File: src/rtl/pc_unit_pkg.sv
// Shared constants and types for the program-counter unit.
package pc_unit_pkg;

   // Next-PC source select encodings
   localparam logic [1:0] PC_SRC_SEQ = 2'd0;
   localparam logic [1:0] PC_SRC_BR  = 2'd1;
   localparam logic [1:0] PC_SRC_J   = 2'd2;
   localparam logic [1:0] PC_SRC_REG = 2'd3;

   // Default vectors
   localparam logic [31:0] DEF_RESET_VEC  = 32'h0000_3000;
   localparam logic [31:0] DEF_EXC_VEC    = 32'h0000_4180;
   localparam int          DEF_HIST_DEPTH = 8;

   // Resolved update cause for one cycle, in priority order below reset
   typedef enum logic [2:0] {
      UPD_HOLD = 3'd0,
      UPD_EXC  = 3'd1,
      UPD_ADEL = 3'd2,
      UPD_INT  = 3'd3,
      UPD_ERET = 3'd4,
      UPD_SEQ  = 3'd5
   } upd_e;

   function automatic logic is_entry(input upd_e c);
      return (c == UPD_EXC) || (c == UPD_ADEL) || (c == UPD_INT);
   endfunction

endpackage

File: src/rtl/pc_trace_buf.sv
// Circular trace of the most recent PC values, read back newest-first.
// Latency: a write is readable the cycle after it is accepted.
// Backpressure: none; the oldest entry is overwritten once full.
module pc_trace_buf #(
   parameter int WIDTH = 32,
   parameter int DEPTH = 8
) (
   input  logic                       clk,
   input  logic                       reset,
   input  logic                       wr_en,
   input  logic [WIDTH-1:0]           wr_data,
   input  logic [$clog2(DEPTH)-1:0]   rd_idx,
   output logic [WIDTH-1:0]           rd_data,
   output logic [$clog2(DEPTH):0]     count
);

   localparam int IW = $clog2(DEPTH);
   localparam logic [IW:0] FULL = (IW+1)'(DEPTH);

   logic [WIDTH-1:0] mem [DEPTH];
   logic [IW-1:0]    wr_ptr;
   logic [IW-1:0]    rd_ptr;

   always_ff @(posedge clk) begin
      if (reset) begin
         wr_ptr <= '0;
         count  <= '0;
      end else if (wr_en) begin
         wr_ptr <= wr_ptr + IW'(1);
         if (count != FULL)
            count <= count + (IW+1)'(1);
      end
   end

   // Contents need no reset: anything beyond count is masked on read
   always_ff @(posedge clk) begin
      if (wr_en && !reset)
         mem[wr_ptr] <= wr_data;
   end

   always_comb begin
      rd_ptr  = wr_ptr - IW'(1) - rd_idx;
      rd_data = '0;
      if ({1'b0, rd_idx} < count)
         rd_data = mem[rd_ptr];
   end

endmodule

File: src/rtl/pc_unit.sv
// Program counter with next-PC mux, exception/interrupt entry, eret and PC trace.
// Latency: every PC update, EPC/EXL change and trace write lands one cycle after sampling.
// Backpressure: none; pc_write is an unconditional commit strobe.
module pc_unit
   import pc_unit_pkg::*;
#(
   parameter int               WIDTH      = 32,
   parameter logic [WIDTH-1:0] RESET_VEC  = WIDTH'(DEF_RESET_VEC),
   parameter logic [WIDTH-1:0] EXC_VEC    = WIDTH'(DEF_EXC_VEC),
   parameter int               HIST_DEPTH = DEF_HIST_DEPTH
) (
   input  logic                            clk,
   input  logic                            reset,
   input  logic                            pc_write,
   input  logic [1:0]                      pc_src,
   input  logic [WIDTH-1:0]                branch_off,
   input  logic [25:0]                     jump_idx,
   input  logic [WIDTH-1:0]                reg_target,
   input  logic                            exc_req,
   input  logic                            int_req,
   input  logic                            eret,
   input  logic [$clog2(HIST_DEPTH)-1:0]   hist_rd_idx,
   output logic [WIDTH-1:0]                pc,
   output logic [WIDTH-1:0]                pc_plus4,
   output logic [WIDTH-1:0]                epc,
   output logic                            exl,
   output logic [WIDTH-1:0]                badaddr,
   output logic                            adel,
   output logic [WIDTH-1:0]                hist_rd_data,
   output logic [$clog2(HIST_DEPTH):0]     hist_count
);

   logic [WIDTH-1:0] npc;
   logic [WIDTH-1:0] jump_tgt;
   logic [WIDTH-1:0] pc_new;
   logic             int_pending;
   logic             int_eff;
   logic             misaligned;
   logic             pc_load;
   upd_e             cause;

   assign pc_plus4 = pc + WIDTH'(4);

   // Jump keeps the upper region bits of the sequential PC, if any exist
   generate
      if (WIDTH > 28) begin : g_jump_region
         assign jump_tgt = {pc_plus4[WIDTH-1:28], jump_idx, 2'b00};
      end else begin : g_jump_flat
         assign jump_tgt = {jump_idx, 2'b00};
      end
   endgenerate

   always_comb begin
      npc = pc_plus4;
      case (pc_src)
         PC_SRC_SEQ: npc = pc_plus4;
         PC_SRC_BR:  npc = pc_plus4 + branch_off;
         PC_SRC_J:   npc = jump_tgt;
         PC_SRC_REG: npc = reg_target;
         default:    npc = pc_plus4;
      endcase
   end

   // A live int_req counts immediately so it can be taken on the same commit
   always_comb begin
      int_eff    = int_pending | int_req;
      misaligned = pc_write & (npc[1:0] != 2'b00);
      if (exc_req)
         cause = UPD_EXC;
      else if (misaligned)
         cause = UPD_ADEL;
      else if (pc_write && int_eff && !exl)
         cause = UPD_INT;
      else if (eret)
         cause = UPD_ERET;
      else if (pc_write)
         cause = UPD_SEQ;
      else
         cause = UPD_HOLD;
   end

   always_comb begin
      pc_new = pc;
      case (cause)
         UPD_EXC, UPD_ADEL, UPD_INT: pc_new = EXC_VEC;
         UPD_ERET:                   pc_new = epc;
         UPD_SEQ:                    pc_new = npc;
         default:                    pc_new = pc;
      endcase
   end

   assign pc_load = (cause != UPD_HOLD);

   always_ff @(posedge clk) begin
      if (reset) begin
         pc          <= RESET_VEC;
         epc         <= '0;
         exl         <= 1'b0;
         badaddr     <= '0;
         adel        <= 1'b0;
         int_pending <= 1'b0;
      end else begin
         pc          <= pc_new;
         adel        <= (cause == UPD_ADEL);
         int_pending <= (cause == UPD_INT) ? 1'b0 : int_eff;
         if (is_entry(cause))
            exl <= 1'b1;
         else if (cause == UPD_ERET)
            exl <= 1'b0;
         // An interrupted instruction has completed, so resume after it
         if (cause == UPD_INT)
            epc <= npc;
         else if ((cause == UPD_EXC || cause == UPD_ADEL) && !exl)
            epc <= pc;
         if (cause == UPD_ADEL)
            badaddr <= npc;
      end
   end

   pc_trace_buf #(
      .WIDTH (WIDTH),
      .DEPTH (HIST_DEPTH)
   ) u_trace (
      .clk     (clk),
      .reset   (reset),
      .wr_en   (pc_load & ~reset),
      .wr_data (pc_new),
      .rd_idx  (hist_rd_idx),
      .rd_data (hist_rd_data),
      .count   (hist_count)
   );

endmodule

File: config.mk
export PLATFORM = sky130hd
export DESIGN_NAME = pc_unit
export DESIGN_NICKNAME = d
export VERILOG_FILES = /design/src/rtl/pc_unit_pkg.sv /design/src/rtl/pc_trace_buf.sv /design/src/rtl/pc_unit.sv
export SDC_FILE = /design/constraint.sdc
export NUM_CORES = 1
export LEC_CHECK = 0
export CORE_UTILIZATION = 55
export CTS_CLUSTER_DIAMETER = 40
export CTS_CLUSTER_SIZE = 24
export DETAILED_ROUTE_END_ITERATION = 16
export GPL_ROUTABILITY_DRIVEN = 0
export PLACE_DENSITY = 0.86
export SLEW_MARGIN = 5
export SYNTH_ARGS = -nofsm -noshare
export SYNTH_HDL_FRONTEND = slang
export SYNTH_HIERARCHICAL = 1
export SYNTH_SLANG_ARGS = --single-unit
File: constraint.sdc
create_clock -name clk -period 9.3 [get_ports clk]
set_input_delay 2.79 -clock clk [delete_from_list [all_inputs] [get_ports clk]]
set_output_delay 2.79 -clock clk [all_outputs]
set_load 0.005 [all_outputs]
==> results by group <==
Outcome
  • Run status: finished clean

Setup path
  • Reg2Reg Depth: 14
  • Worst setup EP type: output pin
  • Arr. time, crit path: 5.84 ns
  • CP Data Required Time: 6.51 ns
  • Critical path startpoint category: primary input
  • Critical R2R Launch: pc[4]
  • Reg2reg setup slack: 3.47 ns
  • R2r endpoint: u_trace/mem[4][28]
  • Setup Crit Path Kind: primary input to output pin
  • Crit Path Max Fanout: 18

Global routing
  • Initial antenna violation count: 0
  • Wire length of the first global-routing pass: 81,200 um
  • GRT Residual Overflow: 0
  • GR Util All Layers: 32.8%
  • Pin count of the biggest net entering global routing: 73
  • Vias in the first global route: 13,662

Clock tree
  • Setup Buffers After CTS: 0
  • CTS tree: yes
  • H-tree levels: 2
  • Hold-fix buffers, CTS: 0
  • Root Driver: clkbuf_16
  • Clk buf depth: 3
  • Reg clk slew, reported paths: 0.06 ns
  • Num CTS Buffers: 40
  • CTS resizes: 0
  • Worst-Skew Late Latency: 0.53 ns
  • CTS Sinks: 362

Logic synthesis
  • Post-synth top flop: edfxtp_1
  • Syn_nets: 1,586
  • Async SR Flop Fraction: 0%
  • #FFs+latches synth: 362
  • Mean post-synth cell area: 12.3 um^2
  • Compound-Gate Fraction of Synth Area: 12.8%
  • Commonest cells in the netlist: edfxtp_1, a21oi_1, nor2_1, dfxtp_1, nand2_1
  • Synth Area in Adders: 3.11%
  • Simple-gate share of the synthesized area: 10.1%
  • Mapped Cells: 1,442
  • Synth top area share: 43.2%
  • Number of flops mapped to enable cells by yosys: 256
  • Yosys top cell by area: edfxtp_1
  • Cell with the most instances after synthesis: edfxtp_1
  • Cell Area, Synth: 17,800 um^2
  • Yosys warns: 6
  • Distinct cells, synth: 80
  • Seq/Total Area, Yosys: 55.1%
  • Synth top area cells: edfxtp_1, dfxtp_1, mux4_2, mux4_1, a21oi_1
  • Mux share of post-synthesis cell area: 12.6%
  • Largest family of logic cells by synthesized area: compound AO/OA/AOI/OAI gates
  • Xor/xnor share of the synthesized area: 3.14%

Placement
  • Placement Cell Area: 20,800 um^2
  • IO buf count: 266
  • Dpl cells: 2,043
  • Detailed Place HPWL: 36,700 um

Cells and area
  • Final Instance Area: 22,200 um^2
  • # nets final: 1,827
  • Area delta synth->final: 24.4%
  • Share of cells above drive strength 1: 10.4%
  • Final Non-Filler Cells: 2,116

STA
  • Crit path time final: 8.63 ns
  • Post-route clock skew: 0.0210 ns
  • Final Hold Fails: 0
  • Period utilization: 92.8%
  • RSZ-0062 raised after global routing: false
  • F_max: 0.116 GHz
  • Fin. max-slew vios: 0
  • Final setup vio count: 0
  • Setup_tns: 0 ns
  • Rel. slew slack: 21.4%
  • Worst-Margin Slew: 1.18 ns

Route
  • Vias: 13,934
  • Aggregate routed wire length: 54,600 um
  • DR iter-0 viols: 1,865
  • # DRC: 0
  • Drt first pass iters: 6
  • DR vias/cell: 6.59
  • Routed len/inst: 25.8 um
  • Routed Antenna Nets: 0

Min path
  • Hold Crit Depth: 2
  • Hold Crit Class: flip-flop to flip-flop
  • Hold_sp: badaddr[29]
  • Hold Path Sink: badaddr[29]

Run
  • Max Cap Viol: 0

Floorplanning
  • Die area: 33,100 um^2
  • Row count: 65
  • I/O pin cnt: 267
  • Die Wd: 182 um
  • Die H: 182 um
  • Total core area: 31,700 um^2
  • Starting density of the core: 56.1%

Power and ir drop
  • VDD IR max: 0.000118 V
  • Pwr Total: 0.00408 W
  • LEAKAGE: 7.78 nW
  • Power per cell area: 184 nW/um^2
[metal layers]
metal	part of all wire, %	GRT usage, %
met1	38	41.7
met2	47	54.2
met3	9.9	6.12
met4	4.9	15.8
met5	0	0
[sequential cells by signal (all words and copies together), names as in the netlist]
signal,count
u_trace/wr_ptr,3
int_pending,1
exl,1
u_trace/mem,256
pc,32
u_trace/count,4
epc,32
adel,1
badaddr,32
[stage by stage]
| stage | util, % | worst slack (ns) | hold WS (ns) |
|---|---|---|---|
| 3_5_place_dp | 65.6 | 0.676 | 0.461 |
| 4_1_cts | 69.8 | 0.669 | 0.469 |
| 2_1_floorplan | - | 1.85 | 0.448 |
| 6_report | 69.8 | 0.667 | 0.466 |
| 5_1_grt | 69.8 | 0.565 | 0.486 |
| 3_3_place_gp | 65.6 | 0.728 | 0.451 |
[worst max-delay path, stage by stage]
cell and delay, ns:
clkdlybuf4s50_1 0.47, inv_1 0.07, ha_4 0.16, fa_2 0.35, xor2_2 0.18, xnor2_4 0.67, buf_12 0.28, mux2i_1 0.30
a21oi_1 0.08, clkdlybuf4s50_1 0.47
[report_power, final]
group	switching, W	internal [W]	leakage, nW
sequential	0.0000376	0.00177	3.08
combinational	0.000353	0.000326	4.04
clock	0.000689	0.000907	0.664
total	0.00108	0.00300	7.78
[logic make-up (layout without fill, tap and decap cells)]
group / Yosys count / after routing
buf+inv: 117 / 388
other cells: 0 / 1
simple gates: 382 / 382
compound gates: 357 / 357
fa+ha+maj: 43 / 43
flops: 362 / 362
mux: 121 / 121
xor+xnor: 60 / 60
[final cells by class]
class / instances / area [um^2]
fill: 2147 / 9570
timing repair buffer: 294 / 2920
clock inverter: 30 / 290
clock buffer: 42 / 1050
antenna: 1 / 2.50
inverter: 22 / 82.6
sequential: 362 / 9810
multi-input combinational: 963 / 7490
tap: 402 / 503
[worst max path at each step]
stage | from | to | slack [ns] | cells past startpoint
after global placement | hist_rd_idx[0] | hist_rd_data[2] | 0.73 | 10
final | hist_rd_idx[0] | hist_rd_data[29] | 0.67 | 10
after detailed placement | hist_rd_idx[0] | hist_rd_data[29] | 0.68 | 10
after floorplan | pc_write | u_trace/mem[4][0] | 1.85 | 7
after global routing | hist_rd_idx[0] | hist_rd_data[0] | 0.56 | 9
after CTS | hist_rd_idx[0] | hist_rd_data[29] | 0.67 | 10
[placed cells by master, fill, tap and decap left out, types with 17 or more instances in the layout]
cell type and instances:
xnor2_1 34, nand2_1 105, xor2_1 23, clkdlybuf4s50_1 265, buf_4 24, nand3_1 33
a21oi_1 136, a211oi_1 28, a31oi_1 17, dfxtp_1 106, clkbuf_16 42, o21ai_0 63
edfxtp_1 256, mux4_1 32, nor2_1 118, nor3_1 25, ha_1 40, a21o_1 17
mux4_2 41, inv_1 20, mux2i_1 44
Power figures use the tool's default switching activity.
